==> src/rtl/alu_mul_seq.sv <==
// Sequential shift-and-add 8x8 multiplier (product mod 256) that steers an
// external combinational ALU one micro-operation per cycle.
module alu_mul_seq (
  input  logic       Clk,
  input  logic       Reset,
  input  logic       Start,
  input  logic [7:0] OpA,
  input  logic [7:0] OpB,
  output logic       Busy,
  output logic       Done,
  output logic [7:0] Result,
  output logic [3:0] AluOp,
  output logic [7:0] AluA,
  output logic [7:0] AluB,
  output logic [2:0] AluIm,
  input  logic [7:0] AluOut,
  input  logic       AluBranch
);

  localparam logic [3:0] OP_ADD = 4'd0;
  localparam logic [3:0] OP_LSH = 4'd1;
  localparam logic [3:0] OP_RSH = 4'd2;
  localparam logic [3:0] OP_BNZ = 4'd3;

  typedef enum logic [2:0] {
    S_IDLE = 3'd0,
    S_TEST = 3'd1,
    S_ADDS = 3'd2,
    S_SHL  = 3'd3,
    S_SHR  = 3'd4,
    S_DONE = 3'd5
  } state_t;

  state_t     state_q, state_d;
  logic [7:0] acc_q, acc_d;
  logic [7:0] mcand_q, mcand_d;
  logic [7:0] mplier_q, mplier_d;
  logic [7:0] result_q, result_d;

  logic       busy_q, busy_d;
  logic       done_q, done_d;
  logic [3:0] alu_op_q, alu_op_d;
  logic [7:0] alu_a_q, alu_a_d;
  logic [7:0] alu_b_q, alu_b_d;
  logic [2:0] alu_im_q, alu_im_d;

  // Next-state and datapath register updates.
  always_comb begin
    state_d  = state_q;
    acc_d    = acc_q;
    mcand_d  = mcand_q;
    mplier_d = mplier_q;
    result_d = result_q;
    case (state_q)
      S_IDLE: begin
        if (Start) begin
          mcand_d  = OpA;
          mplier_d = OpB;
          acc_d    = 8'd0;
          state_d  = S_TEST;
        end else begin
          state_d  = S_IDLE;
        end
      end
      S_TEST: begin
        if (!AluBranch) begin
          result_d = acc_q;
          state_d  = S_DONE;
        end else if (mplier_q[0]) begin
          state_d  = S_ADDS;
        end else begin
          state_d  = S_SHL;
        end
      end
      S_ADDS: begin
        acc_d   = AluOut;
        state_d = S_SHL;
      end
      S_SHL: begin
        mcand_d = AluOut;
        state_d = S_SHR;
      end
      S_SHR: begin
        mplier_d = AluOut;
        state_d  = S_TEST;
      end
      S_DONE:  state_d = S_IDLE;
      default: state_d = S_IDLE;
    endcase
  end

  // Outputs are decoded from the upcoming state so the flops present the
  // drive for the state that is current after the edge.
  always_comb begin
    alu_op_d = OP_ADD;
    alu_a_d  = 8'd0;
    alu_b_d  = 8'd0;
    alu_im_d = 3'd0;
    busy_d   = 1'b1;
    done_d   = 1'b0;
    case (state_d)
      S_IDLE: busy_d = 1'b0;
      S_TEST: begin
        alu_op_d = OP_BNZ;
        alu_a_d  = mplier_d;
      end
      S_ADDS: begin
        alu_op_d = OP_ADD;
        alu_a_d  = acc_d;
        alu_b_d  = mcand_d;
      end
      S_SHL: begin
        alu_op_d = OP_LSH;
        alu_a_d  = mcand_d;
        alu_im_d = 3'd1;
      end
      S_SHR: begin
        alu_op_d = OP_RSH;
        alu_a_d  = mplier_d;
        alu_im_d = 3'd1;
      end
      S_DONE:  done_d = 1'b1;
      default: busy_d = 1'b0;
    endcase
  end

  // State, datapath and output registers with synchronous reset.
  always_ff @(posedge Clk) begin
    if (Reset) begin
      state_q  <= S_IDLE;
      acc_q    <= 8'd0;
      mcand_q  <= 8'd0;
      mplier_q <= 8'd0;
      result_q <= 8'd0;
      busy_q   <= 1'b0;
      done_q   <= 1'b0;
      alu_op_q <= OP_ADD;
      alu_a_q  <= 8'd0;
      alu_b_q  <= 8'd0;
      alu_im_q <= 3'd0;
    end else begin
      state_q  <= state_d;
      acc_q    <= acc_d;
      mcand_q  <= mcand_d;
      mplier_q <= mplier_d;
      result_q <= result_d;
      busy_q   <= busy_d;
      done_q   <= done_d;
      alu_op_q <= alu_op_d;
      alu_a_q  <= alu_a_d;
      alu_b_q  <= alu_b_d;
      alu_im_q <= alu_im_d;
    end
  end

  assign Busy   = busy_q;
  assign Done   = done_q;
  assign Result = result_q;
  assign AluOp  = alu_op_q;
  assign AluA   = alu_a_q;
  assign AluB   = alu_b_q;
  assign AluIm  = alu_im_q;

endmodule

==> config.mk <==
export PLATFORM = sky130hd
export DESIGN_NAME = alu_mul_seq
export DESIGN_NICKNAME = d
export VERILOG_FILES = /design/src/rtl/alu_mul_seq.sv
export SDC_FILE = /design/constraint.sdc
export NUM_CORES = 1
export LEC_CHECK = 0
export ABC_AREA = 1
export CAP_MARGIN = 0
export CORE_ASPECT_RATIO = 0.9
export CORE_MARGIN = 2
export CORE_UTILIZATION = 50
export DETAILED_ROUTE_END_ITERATION = 12
export PLACE_DENSITY = 0.79
export SETUP_SLACK_MARGIN = 0.2
export SLEW_MARGIN = 10
export SYNTH_ARGS = -nofsm -noshare
export SYNTH_HDL_FRONTEND = slang
export SYNTH_SLANG_ARGS = --single-unit
==> constraint.sdc <==
create_clock -name Clk -period 2.5 [get_ports Clk]
set_input_delay 0.625 -clock Clk [delete_from_list [all_inputs] [get_ports Clk]]
set_output_delay 0.625 -clock Clk [all_outputs]
set_load 0.05 [all_outputs]
== Yosys cells after proc, flatten, opt, wreduce, memory -nomap -nowiden ==
Cells that the tools add are included.

* Equal/unequal tests: 9
* Mux-type cells: 15
* Bitwise operators: 2
* Reduce and logical (&&, ||, !) cells: 6

{| class="wikitable"
|+ Operators with widths
! operator !! number
|-
| 8-bit case mux with 2 select lines || 3
|-
| 8-bit two-way mux || 3
|-
| 8-bit case mux with 3 select lines || 1
|-
| 3-bit case mux with 5 select lines || 1
|-
| 3-bit by 2-bit == test with 1-bit output (second input constant) || 4
|-
| 3-bit == test (second input constant) || 3
|-
| 3-bit by 1-bit == test with 1-bit output (second input constant) || 2
|-
| 2-bit case mux with 3 select lines || 1
|-
| 2-bit OR reduction || 3
|-
| 1-bit two-way mux || 5
|-
| 5-bit OR reduction || 1
|-
| 3-bit logical NOT || 1
|-
| 3-bit two-way mux || 1
|-
| 1-bit inverter || 2
|-
| 2-bit AND reduction || 1
|}

* Flip-flop bits (word level): 60
* Input bits: 28
* Output and inout port bits: 33
* Logic and storage cells: 43

== Logic depth before layout (Yosys ltp) ==
* Depth after elaboration: 6
* Mapped depth: 11
* Gate-level depth less buffers: 10

== Worst setup path before layout ==
No wires, ideal clock.

* Path kind: input to register
* Start: input Start
* End: register alu_a_q[6], in the netlist AluA[6]
* Setup time: 0.109 ns
* Arrival: 1.562 ns
* Data required time: 2.391 ns
* Setup slack: 0.829 ns
* Stages: 7
* Buffers on the path: 1
* Cell sequence: buf_2 -> o21ai_2 -> nand2_1 -> nand4_1 -> nand3_1 -> nand2_1 -> inv_1

* Longest elaborated chain between the ends: 5
* Elaborated cells between the ends (all ways): 14
* Those cells by class: eq/ne: 4; mux: 9; reduce/logical: 1

{| class="wikitable"
|+ RTL lines
! item !! RTL line !! text
|-
| start: declaration || 6 || <nowiki>input logic Start,</nowiki>
|-
| 1-bit two-way mux || 56 || <nowiki>if (Start) begin</nowiki>
|-
| 3-bit case mux with 5 select lines || 54 || <nowiki>case (state_q)</nowiki>
|-
| 3-bit == test or 3-bit by 1-bit == test with 1-bit output (tied branches) || 101 || <nowiki>case (state_d)</nowiki>
|-
| 2-bit OR reduction (no source line) || - ||
|-
| 8-bit case mux with 3 select lines * || 101 ||
|-
| end signal: assignment || 150 || <nowiki>alu_a_q <= alu_a_d;</nowiki>
|-
| end: declaration || 43 || <nowiki>logic [7:0] alu_a_q, alu_a_d;</nowiki>
|}

Mark *: on every way between the ends. The rest lies on a longest branch, timed or not.
A chain may end at the register's enable or synchronous reset.

== Worst setup path in the final report ==
* Start: register result_q[6], in the netlist Result[6]
* End: output Result[6]

{| class="wikitable"
|+ RTL lines
! item !! RTL line !! text
|-
| start: declaration || 38 || <nowiki>logic [7:0] result_q, result_d;</nowiki>
|-
| start signal: assignment || 146 || <nowiki>result_q <= result_d;</nowiki>
|-
| end: declaration || 11 || <nowiki>output logic [7:0] Result,</nowiki>
|}

No word-level cell between the ends.

==> qor.csv <==
stage;metric;value;unit
cells_and_area;area grow syn2layout;27.9;%
clock_network;Hold Buf Count CTS;0;
power;leakage power;0.00152;uW
cells_and_area;Final #Nets;431;
synthesis;fraction of synthesized area in multiplexers;0;
synthesis;Yosys top cell by area;dfxtp_1;
setup_path;FF-to-FF End;AluA[4]$_SDFF_PP0_;
synthesis;Synth Cell Area;0.00249;mm2
power;maximum vdd ir drop;382;uV
synthesis;Post-Synth Adder-Cell Area;0;
clock_network;CTS Sinks;56;
die;die width;78.4;um
drt;routed wire length;6.37;mm
timing;relative slew slack;0.617;
setup_path;CP delay by family, top;buffers and inverters;
timing;final worst slack;0.394;ns
timing;fin crit share;0.842;
clock_network;Num CTS Buffers;5;
die;number of cell rows;24;
clock_network;CTS tree;built;
cells_and_area;most frequent cells in the layout;nand2_1, dfxtp_1, clkdlybuf4s50_1;
synthesis;synthesized instance count;346;
synthesis;top-area cell type share of the netlist area;0.450;
timing;FMAX;475;MHz
timing;crit path time final;2.11;ns
synthesis;simple-gate area share of the yosys netlist;0.401;
power;Sw Ratio;0.353;
timing;final setup vio count;0;
clock_network;Worst-path clk slew;0.09;ns
synthesis;Synth Area in XOR/XNOR;0;
power;Comb power frac;0.304;
place;Placed Area;0.00309;mm2
cells_and_area;most common cell after layout, fill and taps aside;nand2_1;
setup_path;Worst EP required;1.88;ns
hold_path;Worst Hold Class;register to register;
setup_path;Crit. path cell count;1;
place;gpl congestion;0.931;
cells_and_area;final design instance area without fill;0.00319;mm2
place;cell count after placement;461;
setup_path;Worst Path Max Fanout;2;
place;IO Port Bufs;56;
setup_path;Buf+Inv Stages, Crit Path;1;
synthesis;Seq/Total Area, Yosys;0.450;
drt;Vias;2420;
run;MaxCap Viol Count;0;
setup_path;Setup crit start;Result[6]$_SDFFE_PP0P_;
place;post-detail-place hpwl;4.63;mm
synthesis;Avg Cell Area, Syn;7.20;um2
die;core area;0.00483;mm2
timing;Slew Limit Fails;0;
timing;Clock Skews;0.00303;ns
power;Clock power frac;0.242;
die;Die Ht;71.0;um
place;post-place setup slack;0.200;ns
setup_path;Critical Path, Cell by Cell;clkdlybuf4s50_1;
setup_path;Worst R2R Start;state_q[0]$_SDFF_PP0_;
power;P_int;1430;uW
drt;DR DRC count;0;
setup_path;end point of the critical path;Result[6];
grt;vias in the first global route;2268;
synthesis;post-synthesis register bit count;56;
cells_and_area;n_diodes;0;
grt;grt total ovfl;0;
setup_path;Critical Path End Type;primary output;
setup_path;Critical Path Max Stage Delay;0.82;ns
timing;RSZ-0062 raised after global routing;no;
clock_network;clock latency on the worst-skew pair;0.31;ns
die;Initial Utilization;0.516;
cells_and_area;fraction of layout cells with a size suffix above 1;0.0844;
synthesis;Compound-Gate Fraction of Synth Area;0.0512;
timing;WHS;0.497;ns
clock_network;clk root buf;clkbuf_8;
timing;Worst Tran Pin Value;0.573;ns
setup_path;arrival time at the worst endpoint;1.48;ns
setup_path;Crit Path Class;register to primary output;
grt;global-route wire length before repair;10.7;mm
drt;Pre-antenna DRT Iters;5;
hold_path;worst hold path depth;2;
status;status;complete, no violations;
synthesis;Yosys warnings;0;
drt;WL per Instance;13.6;um
cells_and_area;Fillers;425;
synthesis;largest family of logic cells by synthesized area;simple AND/OR/NAND/NOR gates;
clock_network;CTS resizes;0;
drt;Final ANT Viol Nets;0;
synthesis;largest cells by area after synthesis;dfxtp_1, nand2_1, nand3_1;
setup_path;slowest CP cell;clkdlybuf4s50_1;
die;# IOs;61;
drt;vias per cell;5.17;
setup_path;R2R cell count;8;
clock_network;Clock Path Buffers;2;
timing;Final Hold Violating Endpoints;0;
synthesis;Distinct cells, synth;29;
die;DIE AREA;0.00557;mm2
clock_network;H-tree levels;2;
setup_path;Worst setup SP type;register;
drt;DR iter-0 viols;160;
power;PwrDens;695;mW/mm2
cells_and_area;Non-Filler Instances;468;
grt;initial antenna violation count;0;
setup_path;R2R Setup Slk;0.61;ns
power;net switching power;781;uW
grt;Total GRT Usage;0.246;
timing;Final TNS setup;0;ns
grt;largest net degree at the start of global routing;25;
clock_network;Post-CTS Setup Bufs;0;
power;sequential share of power;0.454;
-- power by group through the flow --
stage               Clock (uW)  Combinational [uW]  Sequential, uW
floorplan                    0                 344            1150
global placement             0                 663            1020
detailed placement           0                 669            1020
CTS                        540                 671            1000
global route               569                 736            1010
finish                     535                 674            1010
-- logic make-up (layout without fill, tap and decap cells) --
logic type	Yosys count	count (layout)
flops	56	56
compound gates	22	22
buf+inv	50	104
other cells	1	4
simple gates	217	217
-- worst min-delay path by stage --
| stage | slack (ns) | end | start |
|---|---|---|---|
| 4_1_cts | 0.50 | mplier_q[3]$_SDFF_PP0_ | mplier_q[3]$_SDFF_PP0_ |
| 2_1_floorplan | 0.46 | Result[0]$_SDFFE_PP0P_ | acc_q[0]$_SDFF_PP0_ |
| 3_3_place_gp | 0.48 | mplier_q[3]$_SDFF_PP0_ | mplier_q[3]$_SDFF_PP0_ |
| 6_report | 0.50 | acc_q[0]$_SDFF_PP0_ | acc_q[0]$_SDFF_PP0_ |
| 5_1_grt | 0.52 | Result[0]$_SDFFE_PP0P_ | acc_q[0]$_SDFF_PP0_ |
| 3_5_place_dp | 0.48 | Result[2]$_SDFFE_PP0P_ | acc_q[2]$_SDFF_PP0_ |
-- final cells by class --
| type | count | area [um2] | area share |
|---|---|---|---|
| inverter | 37 | 155 | 0.0487 |
| tap | 65 | 81.3 | 0.0255 |
| sequential | 56 | 1120 | 0.352 |
| timing repair buffer | 60 | 591 | 0.185 |
| multi-input combinational | 243 | 1140 | 0.358 |
| clock buffer | 7 | 96.3 | 0.0302 |
-- synthesized netlist by cell type --
cell / number
clkinv_2: 1
a31oi_1: 2
o21ai_0: 8
nor2_8: 1
a21oi_1: 10
nand3_4: 1
inv_2: 3
buf_2: 2
nand2_2: 1
nor4_1: 1
clkinv_8: 1
nor2_2: 2
nand3_1: 42
nand2_1: 114
inv_4: 1
nand3_2: 2
clkbuf_1: 4
nand2_4: 4
inv_1: 30
o21ai_2: 1
dfxtp_1: 56
nor2_4: 4
clkinv_1: 1
nor2_1: 37
buf_4: 5
o21ai_4: 1
nand4_1: 8
conb_1: 1
buf_6: 2
-- metal layers --
metal  vias to the layer above  GRT usage  part of all wire
li1                       1194          -                 -
met1                      1095      0.345              0.46
met2                       109      0.384              0.44
met3                        22     0.0472             0.074
met4                         0     0.0838             0.028
met5                         -          0                 0
-- per-stage QoR --
step | total power [uW] | util
after CTS | 2220 | 0.659
final | 2210 | 0.659
after floorplan | 1490 | -
after global placement | 1690 | 0.639
after detailed placement | 1690 | 0.639
after global routing | 2320 | 0.659
-- flip-flops by register name, summed over array words and instances, names as in the netlist --
name	count
AluOp	2
AluB	8
AluIm	1
AluA	8
Result	8
Busy	1
Done	1
mplier_q	8
state_q	3
acc_q	8
mcand_q	8
-- worst register-to-register path, stage by stage, from the launching register on --
cell,delay (ns)
dfxtp_1,0.50
nand3_1,0.49
inv_2,0.35
nand2_1,0.10
nand3_1,0.15
nand2_1,0.07
nand3_1,0.07
nand2_1,0.05
inv_1,0.06
(Power assumes the default switching activity.)
